**config.mk**
```make
export PLATFORM = sky130hd
export DESIGN_NAME = pipeline_ctrl
export DESIGN_NICKNAME = d
export VERILOG_FILES = /design/src/rtl/pipeline_ctrl_pkg.sv /design/src/rtl/pipeline_ctrl_scoreboard.sv /design/src/rtl/pipeline_ctrl.sv
export SDC_FILE = /design/constraint.sdc
export NUM_CORES = 1
export LEC_CHECK = 0
export ABC_AREA = 1
export BUFFER_PORTS_ARGS = -buffer_cell sky130_fd_sc_hd__buf_2
export CAP_MARGIN = 20
export CORE_MARGIN = 2
export CORE_UTILIZATION = 59
export DETAILED_ROUTE_END_ITERATION = 10
export PLACE_DENSITY = 0.88
export SYNTH_ARGS = -nofsm -noshare
export SYNTH_HDL_FRONTEND = slang
export SYNTH_HIERARCHICAL = 1
export SYNTH_SLANG_ARGS = --single-unit
```
**constraint.sdc**
```tcl
create_clock -name clk -period 3 [get_ports clk]
set_input_delay 0 -clock clk [delete_from_list [all_inputs] [get_ports clk]]
set_output_delay 0 -clock clk [all_outputs]
set_load 0.01 [all_outputs]
```
**src/rtl/pipeline_ctrl_pkg.sv**
```systemverilog
// Shared processor definitions for the issue controller: register-field
// widths, default sizing, FSM encoding and the latency normalisation helper.
package pipeline_ctrl_pkg;

  localparam int NREG_DEF   = 8;
  localparam int MAXLAT_DEF = 3;
  localparam int REG_W      = 3;
  localparam int LAT_W      = 2;
  localparam int CNT_W      = 2;

  typedef enum logic [1:0] {
    ST_RUN     = 2'd0,
    ST_BR_WAIT = 2'd1,
    ST_FLUSH   = 2'd2
  } state_t;

  // A latency of 0 means single-cycle; anything beyond the slowest unit is
  // clamped so a counter can never outlive the real execution pipe.
  function automatic logic [CNT_W-1:0] eff_lat(input logic [LAT_W-1:0] lat,
                                               input int               maxlat);
    logic [CNT_W-1:0] l;
    l = (lat == '0) ? CNT_W'(1) : CNT_W'(lat);
    if (int'(l) > maxlat) l = CNT_W'(maxlat);
    return l;
  endfunction

endpackage

```
**src/rtl/pipeline_ctrl_scoreboard.sv**
```systemverilog
// Register scoreboard: one countdown per architectural register, the busy
// mask derived from those counters, and the RAW/WAW hazard compare for the
// instruction currently sitting in decode.
module pipeline_ctrl_scoreboard
  import pipeline_ctrl_pkg::*;
#(
  parameter int NREG   = NREG_DEF,
  parameter int MAXLAT = MAXLAT_DEF
) (
  input  logic             clk,
  input  logic             reset,
  input  logic [REG_W-1:0] rs1,
  input  logic [REG_W-1:0] rs2,
  input  logic             rs2_used,
  input  logic [REG_W-1:0] rd,
  input  logic             rd_we,
  input  logic [LAT_W-1:0] lat,
  input  logic             load,
  output logic [NREG-1:0]  busy_mask,
  output logic             hazard
);

  logic [CNT_W-1:0] cnt [NREG];

  // Load the destination counter on a writing issue (never for r0); every
  // other pending counter counts down regardless of pipeline state.
  always_ff @(posedge clk or posedge reset) begin
    if (reset) begin
      for (int i = 0; i < NREG; i++) cnt[i] <= '0;
    end else begin
      for (int i = 0; i < NREG; i++) begin
        if (i != 0 && load && rd == REG_W'(i))
          cnt[i] <= eff_lat(lat, MAXLAT);
        else if (cnt[i] != '0)
          cnt[i] <= cnt[i] - CNT_W'(1);
      end
    end
  end

  // Busy mask is a pure function of the counter flops; r0 is tied clear.
  always_comb begin
    busy_mask = '0;
    for (int i = 1; i < NREG; i++) busy_mask[i] = (cnt[i] != '0);
  end

  // Hazard when any operand actually read, or the written rd, is pending.
  always_comb begin
    hazard = busy_mask[rs1]
           | (rs2_used & busy_mask[rs2])
           | (rd_we & busy_mask[rd]);
  end

endmodule

```
**src/rtl/pipeline_ctrl.sv**
```systemverilog
// Issue controller: combines scoreboard hazards with a branch-resolution FSM
// to hold decode, flags the flush on a taken branch and counts stall cycles.
//
// Handshake: decode presents an instruction with dec_valid; it is consumed on
// the rising edge where issue=1 (issue = dec_valid & ~stall). While stall=1
// decode must hold the same instruction; with dec_valid=0 neither is raised.
module pipeline_ctrl
  import pipeline_ctrl_pkg::*;
#(
  parameter int NREG   = NREG_DEF,
  parameter int MAXLAT = MAXLAT_DEF
) (
  input  logic             clk,
  input  logic             reset,
  input  logic             dec_valid,
  input  logic [REG_W-1:0] dec_rs1,
  input  logic [REG_W-1:0] dec_rs2,
  input  logic             dec_rs2_used,
  input  logic [REG_W-1:0] dec_rd,
  input  logic             dec_rd_we,
  input  logic [LAT_W-1:0] dec_lat,
  input  logic             dec_is_branch,
  input  logic             ex_br_resolved,
  input  logic             ex_br_taken,
  output logic             stall,
  output logic             issue,
  output logic             is_branch_taken,
  output logic [NREG-1:0]  busy_mask,
  output logic [15:0]      stall_cnt,
  output state_t           dbg_state
);

  state_t state, state_nxt;
  logic   hazard;

  pipeline_ctrl_scoreboard #(.NREG(NREG), .MAXLAT(MAXLAT)) u_scoreboard (
    .clk       (clk),
    .reset     (reset),
    .rs1       (dec_rs1),
    .rs2       (dec_rs2),
    .rs2_used  (dec_rs2_used),
    .rd        (dec_rd),
    .rd_we     (dec_rd_we),
    .lat       (dec_lat),
    .load      (issue & dec_rd_we),
    .busy_mask (busy_mask),
    .hazard    (hazard)
  );

  assign stall           = dec_valid & (hazard | (state != ST_RUN));
  assign issue           = dec_valid & ~stall;
  assign is_branch_taken = (state == ST_FLUSH);
  assign dbg_state       = state;

  // FSM state register.
  always_ff @(posedge clk or posedge reset) begin
    if (reset) state <= ST_RUN;
    else       state <= state_nxt;
  end

  // Next state: a branch blocks issue until execute resolves it; a taken
  // branch spends exactly one cycle in FLUSH. Resolution is only looked at
  // in BR_WAIT, so a report in the branch's own issue cycle is ignored.
  always_comb begin
    state_nxt = state;
    case (state)
      ST_RUN:     if (issue && dec_is_branch) state_nxt = ST_BR_WAIT;
      ST_BR_WAIT: if (ex_br_resolved) state_nxt = ex_br_taken ? ST_FLUSH : ST_RUN;
      ST_FLUSH:   state_nxt = ST_RUN;
      default:    state_nxt = ST_RUN;
    endcase
  end

  // Saturating count of stalled cycles.
  always_ff @(posedge clk or posedge reset) begin
    if (reset)                              stall_cnt <= '0;
    else if (stall && stall_cnt != 16'hFFFF) stall_cnt <= stall_cnt + 16'd1;
  end

endmodule

```
# Word level (Yosys, flattened, before mapping)

Index checks and enable logic that the tools add are counted.
W data, S select, Z words.

Input bits: 19
Output and inout port bits: 29
Bits in registers: 32
Word-level logic and storage cells: 93

$lt $le $gt $ge: 3
$add $sub $neg: 8
Muxes and demuxes: 25
Equal/unequal tests: 12
Reductions and logical operators: 27
Bitwise logic cells: 9

Operator list:

| kind                    | count |
|---|---|
| $mux W2                 | 18 |
| $reduce_bool A2 Y1      | 15 |
| $add A16 B1 Y16 const B | 1 |
| $ne A16 B16 Y1 const B  | 1 |
| $sub A2 B1 Y2 const B   | 7 |
| $eq A3 B3 Y1 const B    | 4 |
| $lt A3 B4 Y1 const B    | 3 |
| $bmux W1 S3             | 3 |
| $logic_and A1 B1 Y1     | 9 |
| $eq A3 B2 Y1 const B    | 2 |
| $and A1 B1 Y1           | 5 |
| $logic_not A2 Y1        | 2 |
| $ne A2 B2 Y1 const B    | 2 |
| $pmux W2 S2             | 1 |
| $eq A3 B1 Y1 const B    | 1 |
| $mux W1                 | 3 |
| $or A1 B1 Y1            | 3 |
| $eq A2 B1 Y1 const B    | 1 |
| $eq A2 B2 Y1 const B    | 1 |
| $reduce_and A2 Y1       | 1 |
| $not A1 Y1              | 1 |

# Longest topological paths before layout

Gate-level depths: netlist of the first run.

Word-level depth: 13
Mapped depth: 18

# Modules after synthesis

Netlist of the first run, hierarchy kept.

By module, submodules not included:

| module                   | cells an instance | seq. area each (µm²) | times used | area each (µm²) |
|---|---|---|---|---|
| pipeline_ctrl            | 169               | 450.4                | 1          | 1163.6 |
| pipeline_ctrl_scoreboard | 170               | 350.3                | 1          | 1147.4 |

# Least setup slack after synthesis of the first run

Ideal clock, no wire load.

Path kind: register -> register
Start: register u_scoreboard/cnt[6] in the netlist's numbering
End: register u_scoreboard/cnt[6] in the netlist's numbering
Path slack: 0.934 ns
Cell stages (with the launch flop): 14
Data required time: 2.866 ns
Library setup time: 0.134 ns
Data arrival time: 1.931 ns
Buffers on the path: 0
Cells stage by stage: dfrtp_1 -> inv_1 -> ha_1 -> inv_1 -> o21ai_0 -> nand3_1 -> nand2_1 -> nand3_1 -> inv_1 -> nand3_2 -> nor3b_1 -> nand2_1 -> nor3_1 -> o21ai_0

Longest elaborated chain between the ends: 13

RTL lines:

| item                                          | RTL line                       | text |
|---|---|---|
| from (decl)                                   | pipeline_ctrl_scoreboard.sv:23 | `logic [CNT_W-1:0] cnt [NREG];` |
| from (signal, indexed assignment)             | pipeline_ctrl_scoreboard.sv:33 | `cnt[i] <= eff_lat(lat, MAXLAT);` |
| from (signal, indexed assignment)             | pipeline_ctrl_scoreboard.sv:35 | `cnt[i] <= cnt[i] - CNT_W'(1);` |
| $reduce_bool A2 Y1 (*)                        | pipeline_ctrl_scoreboard.sv:43 | `for (int i = 1; i < NREG; i++) busy_mask[i] = (cnt[i] != '0);` |
| via busy_mask[4]                              | pipeline_ctrl.sv:28            | `output logic [NREG-1:0] busy_mask,` |
| $bmux W1 S3                                   | pipeline_ctrl_scoreboard.sv:49 | `\| (rs2_used & busy_mask[rs2])` |
| $mux W1 (implied by the code)                 | pipeline_ctrl_scoreboard.sv:49 |  |
| $and A1 B1 Y1                                 | pipeline_ctrl_scoreboard.sv:49 |  |
| $or A1 B1 Y1                                  | pipeline_ctrl_scoreboard.sv:49 |  |
| $or A1 B1 Y1 (*)                              | pipeline_ctrl_scoreboard.sv:50 | `\| (rd_we & busy_mask[rd]);` |
| via hazard                                    | pipeline_ctrl.sv:34            | `logic hazard;` |
| $or A1 B1 Y1 (*)                              | pipeline_ctrl.sv:50            | `assign stall = dec_valid & (hazard \| (state != ST_RUN));` |
| $and A1 B1 Y1 (*)                             | pipeline_ctrl.sv:50            |  |
| $not A1 Y1 (*)                                | pipeline_ctrl.sv:51            | `assign issue = dec_valid & ~stall;` |
| $and A1 B1 Y1 (*)                             | pipeline_ctrl.sv:51            |  |
| $and A1 B1 Y1 (*)                             | pipeline_ctrl.sv:45            | `.load (issue & dec_rd_we),` |
| $logic_and A1 B1 Y1 (*)                       | pipeline_ctrl_scoreboard.sv:32 | `if (i != 0 && load && rd == REG_W'(i))` |
| $mux W2 or $reduce_bool A2 Y1 (tied branches) | -                              |  |

The timed path passes the listed nets; every way through them passes the cells marked *. The select of a mux whose other input is x is not followed.
A chain may end at the register's enable or synchronous reset.

# Worst setup path after layout of the first run

Start: register u_scoreboard/cnt[2] in the netlist's numbering
End: register u_scoreboard/cnt[1] in the netlist's numbering

Longest elaborated chain between the ends: 13

RTL lines:

| item                                          | RTL line |
|---|---|
| $reduce_bool A2 Y1 (*)                        | pipeline_ctrl_scoreboard.sv:43 |
| $bmux W1 S3                                   | pipeline_ctrl_scoreboard.sv:49 |
| $mux W1 (implied by the code)                 | pipeline_ctrl_scoreboard.sv:49 |
| $and A1 B1 Y1                                 | pipeline_ctrl_scoreboard.sv:49 |
| $or A1 B1 Y1                                  | pipeline_ctrl_scoreboard.sv:49 |
| $or A1 B1 Y1 (*)                              | pipeline_ctrl_scoreboard.sv:50 |
| via hazard                                    | pipeline_ctrl.sv:34 |
| $or A1 B1 Y1 (*)                              | pipeline_ctrl.sv:50 |
| $and A1 B1 Y1 (*)                             | pipeline_ctrl.sv:50 |
| $not A1 Y1 (*)                                | pipeline_ctrl.sv:51 |
| $and A1 B1 Y1 (*)                             | pipeline_ctrl.sv:51 |
| $and A1 B1 Y1 (*)                             | pipeline_ctrl.sv:45 |
| $logic_and A1 B1 Y1 (*)                       | pipeline_ctrl_scoreboard.sv:32 |
| $mux W2 or $reduce_bool A2 Y1 (tied branches) | - |

Marked as above.

==> results of run 1 <==
[cell families (layout without fill, tap and decap cells)]
kind of cell,count (synthesis),after routing,synth area share (%)
adder cells (fa/ha/maj),14,14,7.58
AND/OR/NAND/NOR,183,183,34.7
other,1,1,0.162
XOR/XNOR,11,11,4.17
flip-flops,32,32,34.7
AO/OA/AOI/OAI,33,33,7.42
buffers and inverters,65,119,11.3
[metal layers]
layer | share of wire, % | wire [um]
met5 | 0 | 0
met4 | 1.0 | 60
met3 | 7.0 | 402
met2 | 47 | 2660
met1 | 45 | 2600
[through the flow]
step                hold slack, ns  cell area (um2)
finish                      0.0493             2740
global route                0.0594             2740
CTS                         0.0532             2740
detailed placement          0.0845             2570
global placement            0.0808             2570
floorplan                   -0.111             2310
[worst paths after layout]
check                           slack (ns)                   to                start  cells after the start
worst max-delay path                  0.51  u_scoreboard/cnt[1]  u_scoreboard/cnt[2]                     15
worst min-delay path                  0.05  u_scoreboard/cnt[3]           dec_lat[1]                      3
worst max register to register        0.51  u_scoreboard/cnt[1]  u_scoreboard/cnt[2]                     15
worst min register to register        0.48         dbg_state[1]         dbg_state[1]                      1
max in group asynchronous             2.18         stall_cnt[4]                reset                      3
min in group asynchronous             0.32  u_scoreboard/cnt[2]                reset                      3
[state kept, by name (all words and copies together) (netlist names)]
register          cells
stall_cnt            16
u_scoreboard/cnt     14
dbg_state             2
[final cells by class]
type                       instances  area [um2]
multi-input combinational        242        1250
clock buffer                       7        96.3
clock inverter                     1        30.0
inverter                          61         230
timing repair buffer              50         270
sequential                        32         801
tap                               48        60.1
fill                             302         980
[cells in the final DEF (no fill, tap or decap), types with 3 or more instances in the layout]
cell type	netlist	routed
nand2_1	110	110
dfrtp_1	32	32
xnor2_1	3	3
nor2_1	25	25
buf_2	1	46
o21ai_0	24	24
ha_1	14	14
dlygate4sd3_1	0	4
nand3_1	25	25
xor2_1	8	8
nor2_2	3	3
inv_1	58	58
o21ai_1	4	4
nand4_1	8	8
clkbuf_8	0	7
a21oi_1	3	3
nor3_1	3	3
[worst max-delay path, stage by stage, from the launching register on]
cell	delay, ns
dfrtp_1	0.40
inv_1	0.11
ha_1	0.22
inv_1	0.09
o21ai_0	0.18
nand3_1	0.11
nand2_1	0.08
nand3_1	0.07
inv_1	0.07
nand3_2	0.09
nor3b_1	0.24
nand2_1	0.17
nor2_2	0.20
nor3_1	0.09
a21oi_1	0.14
o21ai_0	0.11
[power groups by stage]
stage          Clock (mW)  Sequential (mW)  Combinational (mW)
2_1_floorplan           0            0.681               0.642
3_3_place_gp            0            0.676               0.867
3_5_place_dp            0            0.686               0.911
4_1_cts             0.457            0.678               0.938
5_1_grt             0.475            0.695                1.07
6_report            0.457            0.680               0.948
[timing repair]
action,4_1_cts,5_1_grt
hold buffers,4,0
endpoints found under the setup margin,0,0
hold endpoints to repair,34,0
==> flow_metrics.tcl, run 1 <==
set metrics [dict create \
    p_total_mw 2.08 \
    rsz0062_at_grt "false" \
    synth_top_area_share_pct 34.7 \
    cp.arrival_ns 2.64 \
    yosys-top-cells-count "nand2_1, inv_1, dfrtp_1, nand3_1, nor2_1" \
    skew_ns 0.00628 \
    drc 0 \
    status "completed" \
    clockBufferDepth 2 \
    htree_num_levels 2 \
    ys.flop_type "dfrtp_1" \
    clock-sinks 32 \
    cts_resized 0 \
    intPower_mw 1.24 \
    power.density_nw_per_um2 762 \
    synthMostInstantiatedCell "nand2_1" \
    cp-end-kind "register" \
    vias 2369 \
    cts-root-buf "clkbuf_8" \
    synth-seq-cells 32 \
    drt-pass1-iter-count 4 \
    via_per_inst 5.37 \
    fin_ws_ns 0.513 \
    post-place-ws_ns 0.648 \
    placed_cells 429 \
    synth_area_leaders "dfrtp_1, nand2_1, inv_1" \
    cp.required_ns 3.15 \
    die_w_um 66.6 \
    nets 425 \
    met1_usage_pct 36.2 \
    grtUsageTotal_pct 27.9 \
    maxSlewHeadroom_pct 53.0 \
    port_buffers 46 \
    peakVddDrop_mv 0.563 \
    grtUsageMet3_pct 5.74 \
    hold_class "input port to register" \
    cts.clk_slew.worst_paths_ns 0.07 \
    use_met2_pct 47.6 \
    antenna_found_initial 0 \
    diodes 0 \
    io_pins 48 \
    synth_seq_area_share_pct 34.7 \
    pwr-share-clk_pct 21.9 \
    crit_type "register to register" \
    rows 22 \
    cts_tree "yes" \
    hold_viol_final 0 \
    die_h_um 66.6 \
    grt_pass1_wl_mm 9.39 \
    floorplan.die_area_um2 4430 \
    synth_warnings 6 \
    synth.distinct_cells 28 \
    grt_overflow 0 \
    period_share_pct 82.9 \
    first_iter_violations 222 \
    wirelength_mm 5.72 \
    synth_edf_count 0 \
    fmax_mhz 402 \
    syn-num-nets 372 \
    syn_area_per_cell_um2 6.82 \
    grt_max_degree 19 \
    slew_violations 0 \
    final_antenna_net_count 0 \
    clk-insertion-delay-late_ns 0.29 \
    power_leakage_nw 1.49 \
    core_area_um2 3720 \
    postCtsSetupBuffers 0 \
    dpl.hpwl_mm 4.25 \
    start_util_pct 62.2 \
    critPathMaxFanout 5 \
    p_comb_share_pct 45.5 \
    worst_slew_pin_slew_ns 0.705 \
    busiest_layer "met2" \
    syn_area_um2 2310 \
    wl_per_cell_um 13.0 \
    setup_violations 0 \
    async_reset_ff_share_pct 100 \
    timing.final.crit_period_ns 2.49 \
    power_frac_seq_pct 32.6 \
    yosysTopAreaCell "dfrtp_1" \
    synthToLayoutAreaGrowth_pct 18.4 \
    cap_violations 0 \
    grt_pass1_vias 2175 \
    startpoint_type "register" \
    synth_cells 339 \
    switching_share_pct 40.3 \
    p_switching_mw 0.840 \
    finish.utilization_pct 73.6 \
    tns_ns 0 \
    drive_gt1_share_pct 17.3 \
    stdcell_count 441 \
    cts-buffers-inserted 5 \
    place_congestion 0.912 \
]
Power figures use the tool's default switching activity.
==> run 2: changes to the inputs <==
--- a/config.mk
+++ b/config.mk
@@ -9,9 +9,9 @@
 export BUFFER_PORTS_ARGS = -buffer_cell sky130_fd_sc_hd__buf_2
 export CAP_MARGIN = 20
 export CORE_MARGIN = 2
-export CORE_UTILIZATION = 59
+export CORE_UTILIZATION = 50
 export DETAILED_ROUTE_END_ITERATION = 10
-export PLACE_DENSITY = 0.88
+export PLACE_DENSITY = 0.8
 export SYNTH_ARGS = -nofsm -noshare
 export SYNTH_HDL_FRONTEND = slang
 export SYNTH_HIERARCHICAL = 1
==> constraint.sdc (replaced) <==
create_clock -name clk -period 2.2 [get_ports clk]
set_input_delay 0 -clock clk [delete_from_list [all_inputs] [get_ports clk]]
set_output_delay 0 -clock clk [all_outputs]
set_load 0.01 [all_outputs]
==> run 2 against run 1 <==
The flow now finishes with violations (setup timing). Sequential power increased by 37%. Critical path depth rose by 1. Cell area up 8.1%. Register-to-register slack got worse by 0.51 ns. Combinational power up 69%. Sequential share of layout area shrank 2.2 points. Final cell count rose by 3.2%. Clock-buffer cell count up 1. Routed wire length increased by 0.98%. Global-route usage fell by 5.3 points. Die area up 17%. Non-clock buffer count increased by 10. Critical endpoint is now u_scoreboard/cnt[0]. Largest cell class unchanged.
==> flow_metrics.tcl, run 2 (same netlist as run 1, synthesis figures left out) <==
set metrics [dict create \
    timing.final.crit_period_ns 2.20 \
    holdWs_ns 0.0668 \
    clk-insertion-delay-late_ns 0.29 \
    cts_tree "yes" \
    wl_per_cell_um 12.7 \
    p_total_mw 3.01 \
    dpl-instance-area_um2 2610 \
    synthToLayoutAreaGrowth_pct 28.0 \
    antenna_found_initial 0 \
    clockBufferDepth 2 \
    min_path_cells 3 \
    final_cell_mix "nand2_1, buf_2, inv_1, dfrtp_1, nand3_1" \
    power_leakage_nw 1.52 \
    fin_ws_ns -0.00120 \
    drc 0 \
    cp.arrival_ns 2.42 \
    die_w_um 72.0 \
    layout_commonest_cell "nand2_1" \
    hold_viol_final 0 \
    wirelength_mm 5.78 \
    rr_startpoint "u_scoreboard/cnt[0]" \
    slew_violations 0 \
    start_util_pct 52.4 \
    largest_reg_flops 16 \
    status "complete, but fails checks" \
    first_iter_violations 159 \
    cp.required_ns 2.41 \
    grt_pass1_wl_mm 9.19 \
    power.density_nw_per_um2 1020 \
    final_area_um2 2960 \
    crit_type "register to register" \
    place_congestion 0.899 \
    final_antenna_net_count 0 \
    via_per_inst 5.14 \
    core_area_um2 4410 \
    skew_ns 0.00755 \
    peakVddDrop_mv 0.553 \
    clock-sinks 32 \
    rsz0062_at_grt "true" \
    period_share_pct 100 \
    hold_start "dec_lat[1]" \
    startpoint_type "register" \
    cp-end-kind "register" \
    setup_violations 1 \
    floorplan.die_area_um2 5180 \
    regMostFlops "stall_cnt" \
    drive_gt1_share_pct 28.0 \
    grt_overflow 0 \
    r2r_cells 16 \
    cts-root-buf "clkbuf_8" \
    grt_pass1_vias 2054 \
    drt-pass1-iter-count 5 \
    cts-buffers-inserted 5 \
    die_h_um 72.0 \
    critPathMaxFanout 5 \
    fmax_mhz 454 \
    grtUsageTotal_pct 22.5 \
    cap_violations 0 \
    cts.clk_slew.worst_paths_ns 0.06 \
    diodes 0 \
    maxSlewHeadroom_pct 52.6 \
    grt_max_degree 19 \
    nets 435 \
    hold_class "input port to register" \
    io_pins 48 \
    worst_slew_pin_slew_ns 0.711 \
    rows 24 \
    reg2reg_to "u_scoreboard/cnt[0]" \
    dpl.hpwl_mm 4.04 \
    worstHoldEndpoint "u_scoreboard/cnt[13]" \
    failed_checks "setup timing" \
    finish.utilization_pct 67.0 \
    htree_num_levels 2 \
    port_buffers 46 \
    vias 2337 \
    rrSetupSlack_ns -0.001 \
    startpoint "u_scoreboard/cnt[0]" \
]
run 2: changes by cell type in the layout (fill, tap and decap cells not counted), moves of 3 or more:
cell     before  now
buf_4         0   10
ha_1         14    3
ha_2          0    4
ha_4          0    7
inv_1        58   45
inv_2         2   14
nor2_1       25   19
nor2_2        3    6
nor2_4        2    5
o21ai_0      24   19
o21ai_1       4    8
run 2: worst max path at each step:
stage	cells after the start	to	slack (ns)
CTS	16	u_scoreboard/cnt[0]	0.04
global placement	15	u_scoreboard/cnt[6]	0.009
floorplan	13	u_scoreboard/cnt[6]	0.13
detailed placement	15	u_scoreboard/cnt[7]	-0.08
finish	16	u_scoreboard/cnt[0]	-0.001
global route	15	u_scoreboard/cnt[1]	-0.20
run 2: final cells by class:
class                   count  area [um2]
multi-input cells         242        1420
well taps                  52        65.1
clock buffers               8        90.1
repair buffers             60         345
inverters                  61         233
fillers                   362        1460
flip-flops and latches     32         801
run 2: worst max-delay path: stages, from the launching register on:
cell	delay, ns
dfrtp_1	0.40
inv_2	0.11
ha_2	0.20
a21oi_1	0.07
o21ai_1	0.09
nand3_1	0.11
nand2_1	0.09
nand3_2	0.07
inv_2	0.07
nand3_4	0.07
nor3b_4	0.28
nand2_4	0.13
nor2_4	0.15
nand2_1	0.06
o21ai_1	0.09
nand2_1	0.07
o21ai_1	0.07
run 2: where the power goes:
| group | internal (mW) | switching [mW] |
|---|---|---|
| sequential | 0.785 | 0.150 |
| clock | 0.255 | 0.217 |
| combinational | 0.705 | 0.899 |
run 2: per-stage QoR:
stage	instances	setup TNS (ns)	worst slack, ns
2_1_floorplan	339	0	0.134
3_3_place_gp	437	0	0.00863
3_5_place_dp	437	-0.266	-0.0826
4_1_cts	449	0	0.0388
5_1_grt	455	-2.16	-0.196
6_report	455	-0.00120	-0.00120
run 2: metal layers:
metal | vias to the layer above | GRT usage (%) | wire length, um
met5 | - | 0 | 0
met4 | 0 | 6.08 | 55
met3 | 7 | 5.14 | 401
met2 | 86 | 34.1 | 2670
met1 | 1069 | 32.7 | 2650
li1 | 1175 | - | -
run 2: repair_timing:
action / in CTS / in global routing
hold buffers: 4 / 0
buffers inserted: 0 / 6
resized for setup: 5 / 51
endpoints found under the setup margin: 4 / 32
endpoints found under the hold margin: 34 / 0
pin swaps: 1 / 15
==> run 3: changes to the inputs <==
--- a/config.mk
+++ b/config.mk
@@ -5,11 +5,11 @@
 export SDC_FILE = /design/constraint.sdc
 export NUM_CORES = 1
 export LEC_CHECK = 0
-export ABC_AREA = 1
+export ABC_AREA = 0
 export BUFFER_PORTS_ARGS = -buffer_cell sky130_fd_sc_hd__buf_2
 export CAP_MARGIN = 20
 export CORE_MARGIN = 2
-export CORE_UTILIZATION = 50
+export CORE_UTILIZATION = 49
 export DETAILED_ROUTE_END_ITERATION = 10
 export PLACE_DENSITY = 0.8
 export SYNTH_ARGS = -nofsm -noshare
==> run 3 against run 2 <==
Sequential share of layout area shrank 0.48 points. Critical endpoint is now stall_cnt[15]. Area after synthesis fell by 10%. The run still ends with setup timing left. Setup slack got worse by 0.35 ns.
==> flow_metrics.tcl, run 3 <==
set metrics [dict create \
    clockBufferDepth 2 \
    hold_class "input port to register" \
    synth_seq_area_share_pct 38.5 \
    rr_startpoint "u_scoreboard/cnt[0]" \
    clk-insertion-delay-late_ns 0.29 \
    synth.distinct_cells 39 \
    synth_warnings 6 \
    p_switching_mw 1.44 \
    synth-seq-cells 32 \
    maxSlewHeadroom_pct 49.7 \
    drt-pass1-iter-count 4 \
    fmax_mhz 391 \
    post-place-ws_ns -0.377 \
    core_area_um2 4030 \
    cts-root-buf "clkbuf_8" \
    place_congestion 0.887 \
    worst_slew_pin_slew_ns 0.749 \
    hold_viol_final 0 \
    reg2reg_to "stall_cnt[15]" \
    drive_gt1_share_pct 45.2 \
    io_pins 48 \
    setup_violations 30 \
    grt_pass1_wl_mm 9.72 \
    floorplan.die_area_um2 4780 \
    clock-sinks 32 \
    peakVddDrop_mv 0.790 \
    cp.arrival_ns 2.76 \
    async_reset_ff_share_pct 100 \
    via_per_inst 5.61 \
    diodes 0 \
    wirelength_mm 6.00 \
    tns_ns -6.09 \
    first_iter_violations 132 \
    yosys-top-cells-count "dfrtp_1, inv_1, ha_1, nor2_1" \
    final_antenna_net_count 0 \
    syn-num-nets 237 \
    synthMostInstantiatedCell "dfrtp_1" \
    failed_checks "setup timing" \
    cp-end-kind "register" \
    dpl.hpwl_mm 3.84 \
    synth_area_leaders "dfrtp_1, ha_1, xor2_1" \
    ys.flop_type "dfrtp_1" \
    regMostFlops "stall_cnt" \
    rrSetupSlack_ns -0.35 \
    synth_top_area_share_pct 38.5 \
    syn_area_um2 2080 \
    final_cell_mix "buf_2, dfrtp_1, buf_4, inv_1" \
    crit_type "register to register" \
    syn_area_per_cell_um2 10.2 \
    stdcell_count 342 \
    final_area_um2 3010 \
    die_w_um 69.1 \
    largest_reg_flops 16 \
    cts-buffers-inserted 5 \
    die_h_um 69.1 \
    skew_ns 0.0102 \
    grtUsageTotal_pct 25.6 \
    status "complete, but fails checks" \
    switching_share_pct 38.8 \
    min_path_cells 2 \
    layout_commonest_cell "buf_2" \
    power_frac_seq_pct 28.0 \
    wl_per_cell_um 17.5 \
    port_buffers 46 \
    r2r_cells 10 \
    start_util_pct 51.6 \
    rsz0062_at_grt "true" \
    startpoint_type "register" \
    critPathMaxFanout 4 \
    intPower_mw 2.27 \
    yosysTopAreaCell "dfrtp_1" \
    power.density_nw_per_um2 1230 \
    rows 23 \
    vias 1917 \
    cap_violations 0 \
    period_share_pct 116 \
    placed_cells 326 \
    timing.final.crit_period_ns 2.55 \
    nets 324 \
    nFillCells 272 \
    synthToLayoutAreaGrowth_pct 44.8 \
    finish.utilization_pct 74.8 \
    synth_cells 204 \
    grt_max_degree 19 \
    grt_overflow 0 \
    synth_edf_count 0 \
    dpl-instance-area_um2 2650 \
    cp.required_ns 2.41 \
    htree_num_levels 2 \
    p_comb_share_pct 56.9 \
    startpoint "u_scoreboard/cnt[0]" \
    grt_pass1_vias 1944 \
    antenna_found_initial 0 \
    pwr-share-clk_pct 15.1 \
    cts_tree "yes" \
    power_leakage_nw 1.46 \
    hold_start "ex_br_resolved" \
    drc 0 \
    cts.clk_slew.worst_paths_ns 0.07 \
    fin_ws_ns -0.355 \
    slew_violations 0 \
    worstHoldEndpoint "dbg_state[1]" \
]
## run 3: cell count changes in the layout (fill, tap and decap cells not counted), moves of 6 or more
cell / previous run / this run
buf_4: 10 / 31
inv_1: 45 / 20
inv_2: 14 / 4
mux2i_1: 0 / 9
nand2_1: 108 / 12
nand3_1: 23 / 4
nor2_1: 19 / 9
nor2_2: 6 / 0
o21ai_0: 19 / 5
o21ai_1: 8 / 1
xnor2_1: 3 / 9
## run 3: power groups by stage
stage / Sequential [mW] / Clock (mW) / Combinational [mW]
3_5_place_dp: 1.02 / 0 / 1.82
3_3_place_gp: 1.01 / 0 / 1.74
5_1_grt: 1.07 / 0.595 / 2.30
2_1_floorplan: 1.04 / 0 / 1.08
6_report: 1.04 / 0.559 / 2.11
4_1_cts: 1.01 / 0.569 / 2.03
## run 3: cell families after synthesis
group / Yosys count / synth area share [%]
multiplexers: 21 / 12.1
other: 1 / 0.180
AO/OA/AOI/OAI: 18 / 5.84
AND/OR/NAND/NOR: 68 / 20.5
buffers and inverters: 29 / 5.60
XOR/XNOR: 21 / 8.84
flip-flops: 32 / 38.5
adder cells (fa/ha/maj): 14 / 8.42
## run 3: stage by stage
stage,hold WS (ns),power [mW]
after global routing,0.0449,3.96
after floorplan,-0.111,2.11
final,0.0216,3.71
after CTS,0.0152,3.61
after global placement,0.0997,2.74
after detailed placement,0.0937,2.84
## run 3: area by class of cell
type                    instances  area (um2)  area share [%]
clock buffers                   6        72.6            2.41
clock inverters                 2        35.0            1.16
inverters                      25        96.3            3.20
multi-input cells             143        1390            46.2
flip-flops and latches         32         801            26.6
well taps                      50        62.6            2.08
repair buffers                 84         553            18.4
## run 3: what timing repair did
item                                   CTS  global route
hold buffers                             3             0
gates cloned                             0             0
buffers inserted                         4             1
pin swaps                               14             6
endpoints found under the hold margin   34             0
resized for setup                       36            10
setup endpoints to repair               29            32
## run 3: worst max-delay path, cell delays in order, from the launching register on
cell     delay, ns
dfrtp_1       0.40
inv_2         0.08
ha_4          0.17
mux2_4        0.27
a22o_1        0.21
a211o_1       0.27
nand3_2       0.10
o31ai_4       0.06
or4_4         0.50
nor4_4        0.24
xor2_1        0.19
## run 3: layer usage
metal | part of all wire (%) | track usage [%] | routed length, um
met5 | 0 | 0 | 0
met4 | 2.1 | 9.15 | 127
met3 | 5.2 | 4.24 | 314
met2 | 52 | 44.7 | 3110
met1 | 41 | 32.0 | 2450
## run 3: worst max-delay path by stage
| stage | slack [ns] | endpoint |
|---|---|---|
| floorplan | -0.31 | stall_cnt[15] |
| global placement | -0.29 | stall_cnt[15] |
| detailed placement | -0.38 | stall_cnt[15] |
| CTS | -0.32 | stall_cnt[13] |
| global route | -0.42 | stall_cnt[15] |
| finish | -0.35 | stall_cnt[15] |
